`config.mk`:
```
export PLATFORM = sky130hd
export DESIGN_NAME = q1_rx
export DESIGN_NICKNAME = d
export VERILOG_FILES = /design/src/rtl/q1_rx.sv
export SDC_FILE = /design/constraint.sdc
export NUM_CORES = 1
export LEC_CHECK = 0
export CELL_PAD_IN_SITES_DETAIL_PLACEMENT = 0
export CELL_PAD_IN_SITES_GLOBAL_PLACEMENT = 1
export CORE_MARGIN = 4
export CORE_UTILIZATION = 36
export DETAILED_ROUTE_END_ITERATION = 16
export PLACE_DENSITY_LB_ADDON = 0.1
export SKIP_LAST_GASP = 1
export SLEW_MARGIN = 10
export SYNTH_ARGS = -nofsm -noshare
export SYNTH_HDL_FRONTEND = slang
export SYNTH_SLANG_ARGS = --single-unit
```
`constraint.sdc`:
```
create_clock -name clk -period 1.44 [get_ports clk]
set_input_delay 0.36 -clock clk [delete_from_list [all_inputs] [get_ports clk]]
set_output_delay 0.36 -clock clk [all_outputs]
set_load 0.02 [all_outputs]
```
`src/rtl/q1_rx.sv`:
```
// Serial nibble receiver: start bit, four coded data bits (LSB first), even parity, stop bit.
// Optionally Gray-decodes the nibble; pulses valid on a good frame or err on a bad one.
module q1_rx (
  input  logic clk,
  input  logic rst,
  input  logic sin,
  input  logic s,
  output logic b0,
  output logic b1,
  output logic b2,
  output logic b3,
  output logic valid,
  output logic err,
  output logic busy
);

  typedef enum logic [1:0] {
    IDLE   = 2'd0,
    DATA   = 2'd1,
    PARITY = 2'd2,
    STOP   = 2'd3
  } state_e;

  state_e      state_q, state_d;
  logic [1:0]  cnt_q, cnt_d;
  logic [3:0]  shift_q, shift_d;
  logic        mode_q, mode_d;
  logic        par_q, par_d;
  logic [3:0]  nib_q, nib_d;
  logic        valid_q, valid_d;
  logic        err_q, err_d;
  logic        frame_good;

  // Gray decode runs MSB-down, each bit folding in the one above it.
  function automatic logic [3:0] decode(input logic [3:0] g, input logic gray);
    logic [3:0] b;
    b[3] = g[3];
    b[2] = b[3] ^ g[2];
    b[1] = b[2] ^ g[1];
    b[0] = b[1] ^ g[0];
    return gray ? b : g;
  endfunction

  assign frame_good = sin && ((^shift_q ^ par_q) == 1'b0);

  always_comb begin
    state_d = state_q;
    cnt_d   = cnt_q;
    shift_d = shift_q;
    mode_d  = mode_q;
    par_d   = par_q;
    nib_d   = nib_q;
    valid_d = 1'b0;
    err_d   = 1'b0;
    case (state_q)
      IDLE: begin
        if (!sin) begin
          state_d = DATA;
          cnt_d   = 2'd0;
          mode_d  = s;
        end
      end
      DATA: begin
        shift_d[cnt_q] = sin;
        if (cnt_q == 2'd3) begin
          state_d = PARITY;
        end else begin
          cnt_d = cnt_q + 2'd1;
        end
      end
      PARITY: begin
        par_d   = sin;
        state_d = STOP;
      end
      STOP: begin
        // Sampling the stop bit always ends the frame, good or bad.
        state_d = IDLE;
        if (frame_good) begin
          nib_d   = decode(shift_q, mode_q);
          valid_d = 1'b1;
        end else begin
          err_d = 1'b1;
        end
      end
      default: state_d = IDLE;
    endcase
  end

  always_ff @(posedge clk) begin
    if (rst) begin
      state_q <= IDLE;
      cnt_q   <= 2'd0;
      shift_q <= 4'd0;
      mode_q  <= 1'b0;
      par_q   <= 1'b0;
      nib_q   <= 4'd0;
      valid_q <= 1'b0;
      err_q   <= 1'b0;
    end else begin
      state_q <= state_d;
      cnt_q   <= cnt_d;
      shift_q <= shift_d;
      mode_q  <= mode_d;
      par_q   <= par_d;
      nib_q   <= nib_d;
      valid_q <= valid_d;
      err_q   <= err_d;
    end
  end

  assign {b3, b2, b1, b0} = nib_q;
  assign valid = valid_q;
  assign err   = err_q;
  assign busy  = (state_q != IDLE);

endmodule

```
== After elaboration in Yosys (flattened, before gate mapping) ==
Index checks and enable logic that the tools add are counted.

* Order comparisons: 2
* Reduce and logical (&&, ||, !) cells: 11
* Shift operators: 0
* Bitwise logic cells: 7
* Equal/unequal tests: 7
* Muxes and demuxes: 12
* Multipliers: 0
* Divide/modulo/power cells: 0
* Add/sub/neg operators: 1

{| class="wikitable"
|+ Operators by type and width
! operator !! number
|-
| $mux W2 || 4
|-
| $pmux W2 S4 || 1
|-
| $eq A2 B2 Y1 const B || 3
|-
| $ne A2 B2 Y1 const B || 3
|-
| $reduce_and A2 Y1 || 3
|-
| $bwmux W4 || 1
|-
| $pmux W2 S2 || 1
|-
| $reduce_bool A2 Y1 || 2
|-
| $reduce_xor A4 Y1 || 1
|-
| $xor A1 B1 Y1 || 4
|-
| $lt A2 B3 Y1 const B || 1
|-
| $mux W1 || 3
|-
| $mux W3 || 1
|-
| $not A1 Y1 || 3
|-
| $reduce_and A3 Y1 || 1
|-
| $add A2 B1 Y2 const B || 1
|-
| $demux W1 S2 || 1
|-
| $eq A2 B1 Y1 const B || 1
|-
| $ge A2 B1 Y1 const B || 1
|-
| $logic_and A1 B1 Y1 || 2
|-
| $logic_not A2 Y1 || 1
|-
| $reduce_or A2 Y1 || 1
|}

* Flip-flop bits (word level): 16
* Memory bits (read-only): 0
* Memories: 0
* RAM bits: 0
* Input bits: 4
* Latch bits: 0

== Depth between registers and ports, before layout ==
Gate-level depths: netlist (run 1).

* Depth in word-level cells: 5
* Gate-level depth with buffers: 7

== Least setup slack after synthesis (run 1) ==
OpenSTA, ideal clock, no wires.

* Path kind: register to register
* Start point: reg shift_q[1]
* End point: reg nib_q[0]
* Period minus slack after synthesis: 1.419 ns
* Data arrival time: 1.333 ns
* Data required time: 1.354 ns
* Slack: 0.021 ns
* Setup time: 0.086 ns
* Stages on the path, launching flop included: 5
* Cells stage by stage: dfxtp_1 xnor3_2 xnor2_4 a31oi_1 a211oi_1

* Cells in the longest elaborated chain, start to end: 5

{| class="wikitable"
|+ RTL lines
! element !! RTL line !! RTL
|-
| from (decl) || 26 || <nowiki>logic [3:0] shift_q, shift_d;</nowiki>
|-
| from (signal assigned) || 102 || <nowiki>shift_q <= shift_d;</nowiki>
|-
| $reduce_xor A4 Y1 || 44 || <nowiki>assign frame_good = sin && ((^shift_q ^ par_q) == 1'b0);</nowiki>
|-
| $xor A1 B1 Y1 || 44 ||
|-
| $not A1 Y1 || 44 ||
|-
| $logic_and A1 B1 Y1 || 44 ||
|-
| $reduce_and A2 Y1 (no line) || n/a ||
|-
| to (signal assigned) || 105 || <nowiki>nib_q <= nib_d;</nowiki>
|-
| to (decl) || 29 || <nowiki>logic [3:0] nib_q, nib_d;</nowiki>
|}

Several ways; a longest one is shown, not always the timed one.
A chain may end at the register's enable or synchronous reset.

== Worst setup path in the final report (run 1) ==
* Start point: reg state_q[0]
* End point: out busy

* Cells in the longest elaborated chain, start to end: 1

{| class="wikitable"
|+ RTL lines
! element !! RTL line !! RTL
|-
| from (decl) || 24 || <nowiki>state_e state_q, state_d;</nowiki>
|-
| from (signal assigned) || 100 || <nowiki>state_q <= state_d;</nowiki>
|-
| $reduce_bool A2 Y1 || 114 || <nowiki>assign busy = (state_q != IDLE);</nowiki>
|-
| to (decl) || 14 || <nowiki>output logic busy</nowiki>
|}

Every way passes these cells.

==> metrics.txt, run 1 <==
run status complete, no violations; Nets 141; CP endpoint kind output port; post-layout min period 1.401 ns; Post-Synthesis Cells 99; Setup Crit Path Kind flop to output port; post-synthesis sequential area ratio 36.47%; Worst Setup Slack, final 0.03855 ns; #FFs+latches synth 16; max cap viols 0; fillers 221; slowest cell on the critical path dfxtp_2; Worst Skew 0.003405 ns; Post-Layout Inst Area 1204 um2; Tcrit/Tclk final 97.32%; WL/cell 11.95 um; commonest cells after routing, fill and taps aside 18 x buf_4, 13 x nand2_1, 12 x dfxtp_1; drt pass-1 iters 4; Max clock buf depth 2; WL final 1853 um; ANT cells 0; Port Buf Inserts 10; relative slew slack 74.58%; DR iter-0 viols 9; Area contributors post-synth dfxtp_1 36%, ha_1 13%, nand2_1 5.6%, a21oi_1 4.6%, a211oi_1 4.3%; Post-Layout Cell Count 155; ys async rst share 0%; Die Footprint 3294 um2; number of global-route vias before repair 728; row count 17; initial antenna violation count 0; largest net degree at the start of global routing 12; critical-path maximum fanout 2; warnings from Yosys 0; placed cell count 151; CTS tree done; area leader, netlist dfxtp_1; # IOs 11; CP Launch Type flop; HPWL Detailed 1487 um; area of the multi-input gates 551.8 um2; Tightest Pin Transition 0.3794 ns; register area 325.3 um2; Fmax 713.5 MHz; H-tree depth 1; Post-route DRC 0; RePlAce Congestion 0.7811; total grt overflow 0; Post-synth top flop dfxtp_1; unrepaired setup endpoints after global routing true; layout cell share with drive strength beyond 1 29.92%; Peak VDD IR 1.040 mV; CTS root buf clkbuf_4; setup violators final 0; mapped cell area 878.3 um2; Clock Latency Late Sink 0.30 ns; Vias/cell 5.026; Hold WC Path Type flop to flop; CP delay by family, top flip-flops; clock sinks 16; Netlist cell types 25; number of buffers created by CTS 3; Buf/Inv on CP 3; FF-to-FF Start shift_q[1]; worst-path cell chain inv_1 > ha_2 > inv_2 > buf_6; Die Width 57.40 um; WP data required 1.08 ns; Placed Area 1132 um2; EDFF count, synth 0; worst hold start nib_q[3]; Setup Buffers After CTS 0; Die Ht 57.40 um; vias 779; Crit. Startpoint state_q[0]; CP peak stage delay 0.33 ns; first-pass GRT wire length 3215 um; post-route ant nets 0; static leakage 0.0005014 uW; Initial Utilization 38.59%; Total Routing Usage GR 12.51%; Power Dens Cells 1409 nW/um2; Reg clk slew, reported paths 0.10 ns; pre-CTS setup slack -0.1613 ns; Layout area overhead 37.04%; Placeable Area 2276 um2; CP arrival 1.04 ns; most common cell after layout, fill and taps aside buf_4; Hold WS 0.4847 ns; syn_nets 112; Pins Over Slew Limit 0; top cell type's share of synthesized area 36.47%; Avg Inst Size Synth 8.872 um2; final hold vios 0
## cell type report
class	count	area share, %
multi-input cells	72	45.84
clock buffers	4	3.015
inverters	7	2.183
well taps	28	2.911
repair buffers	28	19.02
flip-flops and latches	16	27.03
## kinds of logic (layout without fill, tap and decap cells)
group | after synthesis | count (layout) | synth area share (%)
XOR/XNOR | 8 | 8 | 12.68
AND/OR/NAND/NOR | 30 | 30 | 14.96
buffers and inverters | 11 | 39 | 4.843
AO/OA/AOI/OAI | 23 | 23 | 15.96
flip-flops | 16 | 16 | 36.47
adder cells (fa/ha/maj) | 9 | 9 | 12.82
multiplexers | 2 | 2 | 2.279
## worst paths after layout
path | cells after the start | to | slack, ns
setup / recovery | 4 | busy | 0.04
hold / removal | 2 | nib_q[3] | 0.48
setup reg to reg | 4 | nib_q[2] | 0.04
hold reg to reg | 2 | nib_q[3] | 0.48
## Yosys cell counts, types with 2 or more instances
master,number
xnor2_1,3
nand3b_1,2
dfxtp_1,16
nand3_1,4
inv_1,7
mux2i_1,2
nor2_1,8
a211oi_1,5
clkbuf_1,3
a21oi_1,8
xor2_1,2
o21ai_0,4
nand2_1,13
a31oi_1,3
ha_1,9
## tightest hold or removal path, cell delays in order, from the launching register on
cell,delay [ns]
dfxtp_1,0.32
o21ai_1,0.06
a21oi_1,0.06
## layer usage
layer / wire length (um) / vias up / global-route usage, % / share of wire [%]
met2: 917 / 14 / 20.81 / 49
met3: 74 / 4 / 4.751 / 4.0
li1: - / 397 / - / -
met4: 22 / 0 / 2.980 / 1.2
met5: 0 / - / 0 / 0
met1: 839 / 364 / 15.16 / 45
## metrics by stage
stage	total power [uW]	utilization [%]	TNS (ns)
after floorplan	1028	-	0
after global routing	1814	52.89	-0.06718
after CTS	1667	51.57	-0.1592
after global placement	1334	49.75	-0.6955
after detailed placement	1348	49.75	-0.8289
final	1696	52.89	0
## power breakdown
part / total, uW / internal [uW] / switching [uW] / leakage [uW]
logic: 823 / 411 / 413 / 0.000349
clock network: 311 / 154 / 156 / 0.0000210
registers: 562 / 509 / 52.7 / 0.000131
total: 1700 / 1070 / 621 / 0.000501
## registers in the layout (all words and copies together), names as in the netlist
| signal | cells |
|---|---|
| mode_q | 1 |
| nib_q | 4 |
| err | 1 |
| shift_q | 4 |
| cnt_q | 2 |
| valid | 1 |
| par_q | 1 |
| state_q | 2 |
## what timing repair did
action | 4_1_cts | 5_1_grt
pin swaps | 5 | 3
endpoints found under the setup margin | 12 | 9
gates resized for setup | 13 | 14
hold buffers | 0 | 0
(Power assumes the default switching activity.)
==> run 2: changes to the inputs <==
--- a/config.mk
+++ b/config.mk
@@ -10,6 +10,7 @@
 export CORE_MARGIN = 4
 export CORE_UTILIZATION = 36
 export DETAILED_ROUTE_END_ITERATION = 16
+export GPL_TIMING_DRIVEN = 0
 export PLACE_DENSITY_LB_ADDON = 0.1
 export SKIP_LAST_GASP = 1
 export SLEW_MARGIN = 10
==> metrics.txt, run 2 (synthesized netlist as in run 1, its figures left out) <==
first-pass GRT wire length 2980 um (-7.3%); met3 wire len 56 um (-24%); unrepaired setup endpoints after global routing true; vias 700 (-10%); Clock Latency Late Sink 0.29 ns (about the same); Sw Ratio 37.39% (+0.75 points); final hold vios 0 (unchanged); top sig layer met4; top flop regs nib_q x4, shift_q x4; post-route ant nets 0 (unchanged); Worst Setup Slack, final -0.07294 ns (-0.1115 ns); Fmax 661.0 MHz (-7.4%); Hold WC Path Type input pin to flop; CTS tree done; max cap viols 0 (unchanged); Switching Power 589.8 uW (-5.1%); CTS root buf clkbuf_4; Power Dens Cells 1424 nW/um2 (+1.1%); Vias/cell 4.895 (-2.6%); Die Footprint 3294 um2 (unchanged); worst hold start sin; layout cell share with drive strength beyond 1 22.61% (-7.3 points); CP Launch Type flop; most common cell after layout, fill and taps aside nand2_1; # IOs 11 (unchanged); Setup Crit Path Kind flop to flop; Worst Skew 0.004422 ns (+0.001017 ns); share of power burned in registers 37.1% (+4.0 points); static leakage 0.0004359 uW (-13%); setup violators final 4 (+4); Layout area overhead 26.07%; flop2flop setup slack -0.07 ns (-0.11 ns); WL final 1746 um (-5.8%); commonest cells after routing, fill and taps aside 13 x nand2_1, 11 x dfxtp_1, 8 x a21oi_1, 8 x ha_1, 7 x nor2_1; initial antenna violation count 0 (unchanged); number of global-route vias before repair 659 (-9.5%); critical-path maximum fanout 5 (+3); CP endpoint kind flop; Post-Layout Cell Count 143 (-7.7%); Total Routing Usage GR 11.46% (-1.1 points); hold path depth 3 (+1); met2 wire len 812 um (-11%); Die Width 57.40 um (unchanged); ANT cells 0 (unchanged); Placeable Area 2276 um2 (unchanged); Peak VDD IR 0.9621 mV (-7.5%); H-tree depth 1 (unchanged); Reg2Reg Capture Point nib_q[2]; row count 17 (unchanged); failing checks negative setup slack; Post-route DRC 0 (unchanged); FF-to-FF Start shift_q[1]; Pins Over Slew Limit 0 (unchanged); Tcrit/Tclk final 105.1% (+7.7 points); run status finished with violations; DR iter-0 viols 25 (+16); largest net degree at the start of global routing 11 (-1); Nets 129 (-8.5%); Tot Pwr 1577 uW (-7.0%); met1 WL 862 um (+2.7%); reg2reg path depth 4 (unchanged); CP arrival 1.71 ns (+0.67 ns); Reg clk slew, reported paths 0.10 ns (about the same); Clock power frac 19.2% (+0.9 points); Die Ht 57.40 um (unchanged); WP data required 1.64 ns (+0.56 ns); Hold Crit Endpoint nib_q[1]; HPWL Detailed 1290 um (-13%); placed cell count 136 (-9.9%); clock sinks 16 (unchanged); fillers 228 (+3.2%); area of the multi-input gates 546.8 um2 (-0.91%); Logic pwr share 43.7% (-4.8 points); register area 334.1 um2 (+2.7%); RePlAce Congestion 0.7928 (+1.5%); number of buffers created by CTS 3 (unchanged); total grt overflow 0 (unchanged); drt pass-1 iters 4 (unchanged); internal power 987.5 uW (-8.1%); Tightest Pin Transition 0.4889 ns (+0.1095 ns); relative slew slack 67.41% (-7.2 points); Max clock buf depth 2 (unchanged); Initial Utilization 38.59% (unchanged); WL/cell 12.21 um (+2.1%); Port Buf Inserts 9 (-1); post-layout min period 1.513 ns (+0.1115 ns)
==> run 2: per-stage QoR <==
| step | setup WS (ns) | TNS (ns) | hold slack, ns | utilization (%) | instance area (um2) |
|---|---|---|---|---|---|
| 2_1_floorplan | 0.02131 | 0 | 0.4328 | - | 878.3 |
| 3_3_place_gp | -0.3294 | -2.345 | 0.4711 | 44.09 | 1003 |
| 3_5_place_dp | -0.3342 | -2.442 | 0.4734 | 44.09 | 1003 |
| 4_1_cts | -0.08416 | -0.1005 | 0.4555 | 46.73 | 1064 |
| 5_1_grt | -0.1351 | -0.5663 | 0.4676 | 48.65 | 1107 |
| 6_report | -0.07294 | -0.09133 | 0.4570 | 48.65 | 1107 |
==> run 2: metal layers <==
metal	GRT usage, %	vias to the layer above
li1	-	371
met1	14.93	319
met2	17.90	8
met3	4.072	2
met4	2.980	0
met5	0	-
==> run 2: repair_timing <==
item / 4_1_cts / 5_1_grt
hold buffers: 0 / 0
endpoints found under the setup margin: 15 / 10
pin swaps: 7 / 7
gates resized for setup: 20 / 14
setup buffers: 2 / 1
==> run 2: worst max-delay path by stage <==
stage / from / end
floorplan: shift_q[1] / nib_q[0]
global placement: state_q[0] / busy
detailed placement: state_q[0] / busy
CTS: state_q[1] / busy
global route: shift_q[1] / nib_q[2]
finish: shift_q[1] / nib_q[2]
==> run 2: worst max-delay path: stages, from the launching register on <==
cell,delay [ns]
dfxtp_2,0.35
xnor3_2,0.50
xnor2_4,0.24
a31oi_1,0.12
a211oi_1,0.20
==> run 2: power by group through the flow <==
stage | registers (uW) | clock network, uW | logic (uW)
after detailed placement | 581 | 0 | 598
final | 585 | 303 | 689
after global routing | 597 | 328 | 769
after CTS | 575 | 311 | 634
after global placement | 579 | 0 | 593
after floorplan | 580 | 0 | 448
==> run 2: layout make-up <==
| cell class | instances | share of cell area (%) |
|---|---|---|
| repair buffers | 12 | 9.605 |
| inverters | 7 | 2.825 |
| well taps | 28 | 3.164 |
| flip-flops and latches | 16 | 30.17 |
| plain buffers | 4 | 1.582 |
| clock buffers | 4 | 3.277 |
| multi-input cells | 72 | 49.38 |
==> run 3: changes to the inputs <==
--- a/config.mk
+++ b/config.mk
@@ -7,6 +7,7 @@
 export LEC_CHECK = 0
 export CELL_PAD_IN_SITES_DETAIL_PLACEMENT = 0
 export CELL_PAD_IN_SITES_GLOBAL_PLACEMENT = 1
+export CORE_ASPECT_RATIO = 1.25
 export CORE_MARGIN = 4
 export CORE_UTILIZATION = 36
 export DETAILED_ROUTE_END_ITERATION = 16
==> metrics.txt, run 3 (synthesized netlist as in run 1, its figures left out) <==
Setup Crit Path Kind flop to flop; initial antenna violation count 0 (unchanged); CTS root buf clkbuf_4; number of global-route vias before repair 714 (+8.3%); top flop regs nib_q x4, shift_q x4; Fmax 689.2 MHz (+4.3%); static leakage 0.0004354 uW (-0.13%); CP Launch Type flop; WP data required 1.65 ns (about the same); Initial Utilization 38.89% (+0.30 points); Post-Layout Cell Count 147 (+2.8%); CP endpoint kind flop; # IOs 11 (unchanged); failing checks negative setup slack; register area 329.1 um2 (-1.5%); Tightest Pin Transition 0.5035 ns (+0.01456 ns); setup violators final 2 (-2); Nets 131 (+1.6%); total grt overflow 0 (unchanged); Power Dens Cells 1363 nW/um2 (-4.3%); Die Width 52.18 um (-9.1%); final hold vios 0 (unchanged); run status finished with violations; commonest cells after routing, fill and taps aside 13 x nand2_1, 11 x dfxtp_1, 8 x a21oi_1, 8 x ha_1, 7 x nor2_1; Die Footprint 3299 um2 (+0.15%); WL/cell 11.84 um (-3.0%); Clock Latency Late Sink 0.28 ns (about the same); HPWL Detailed 1336 um (+3.6%); Layout area overhead 25.07%; Port Buf Inserts 9 (unchanged); H-tree depth 1 (unchanged); Post-route DRC 0 (unchanged); Pins Over Slew Limit 0 (unchanged); Worst Setup Slack, final -0.01103 ns (+0.06191 ns); DR iter-0 viols 10 (-60%); vias 732 (+4.6%); unrepaired setup endpoints after global routing true; Hold-fix buffers, CTS 0 (unchanged); Die Ht 63.23 um (+10%); row count 19 (+2); Reg clk slew, reported paths 0.09 ns (about the same); ANT cells 0 (unchanged); most common cell after layout, fill and taps aside nand2_1; max cap viols 0 (unchanged); largest net degree at the start of global routing 11 (unchanged); Max clock buf depth 2 (unchanged); CTS tree done; area of the multi-input gates 544.3 um2 (-0.46%); WL final 1741 um (-0.29%); Hold WC Path Type flop to flop; fillers 231 (+1.3%); first-pass GRT wire length 3015 um (+1.2%); Total Routing Usage GR 11.84% (+0.38 points); RePlAce Congestion 0.6668 (-16%); number of buffers created by CTS 3 (unchanged); CP arrival 1.66 ns (-0.05 ns); Hold WS 0.4754 ns (+0.01841 ns); critical-path maximum fanout 5 (unchanged); placed cell count 139 (+2.2%); layout cell share with drive strength beyond 1 22.41% (-0.19 points); post-layout min period 1.451 ns (-0.06191 ns); Tcrit/Tclk final 100.8% (-4.3 points); Vias/cell 4.980 (+1.7%); drt pass-1 iters 4 (unchanged); post-route ant nets 0 (unchanged); Worst Skew 0.003021 ns (-0.001400 ns); Peak VDD IR 0.8445 mV (-12%); Placeable Area 2258 um2 (-0.77%); clock sinks 16 (unchanged); relative slew slack 66.44% (-0.97 points)
## run 3: cell type report
cell class                 instances  area share, %
inverter                           7          2.620
sequential                        16          29.95
buffer                             4          1.595
timing repair buffer              14          10.71
clock buffer                       3          2.050
multi-input combinational         72          49.54
tap                               31          3.531
## run 3: metal layers
metal	track usage, %	wire length (um)	share of wire [%]	up-vias
met4	5.751	27	1.6	0
met2	19.50	890	51	8
met1	14.77	776	45	345
met3	1.651	47	2.7	4
li1	-	-	-	375
met5	0	0	0	-
## run 3: repair_timing
item                                    in CTS  in global routing
pin swaps                                    3                 10
hold endpoints to repair                     0                  0
resized for setup                           20                  8
gates cloned                                 0                  0
endpoints found under the setup margin      15                 10
buffers inserted                             2                  3
## run 3: final timing paths
check                                 from    endpoint  slack (ns)  depth (start not counted)
worst min-delay path            shift_q[1]  shift_q[1]        0.48                          2
worst min register to register  shift_q[1]  shift_q[1]        0.48                          2
worst max register to register  shift_q[1]    nib_q[0]       -0.01                          4
worst max-delay path            shift_q[1]    nib_q[0]       -0.01                          4
## run 3: power breakdown
group | total (uW) | internal, uW | leakage, uW | switching (uW)
Sequential | 574 | 508 | 0.000132 | 66.1
Clock | 228 | 97.1 | 0.0000138 | 131
Combinational | 695 | 325 | 0.000289 | 369
## run 3: critical path, stage by stage (launching register included)
cell	delay, ns
dfxtp_2	0.35
xnor3_2	0.49
xnor2_4	0.24
a31oi_1	0.12
a211oi_2	0.19
## run 3: through the flow
step                setup TNS, ns  power [uW]  setup WS, ns  util (%)  instance area, um2
finish                   -0.01624        1497      -0.01103     48.64                1099
global route              -0.2946        1616      -0.06094     48.64                1099
CTS                      -0.09877        1457      -0.08544     46.65                1054
detailed placement         -2.568        1187       -0.3528     44.60                1007
global placement           -2.270        1174       -0.3402     44.60                1007
floorplan                       0        1028       0.02131         -               878.3
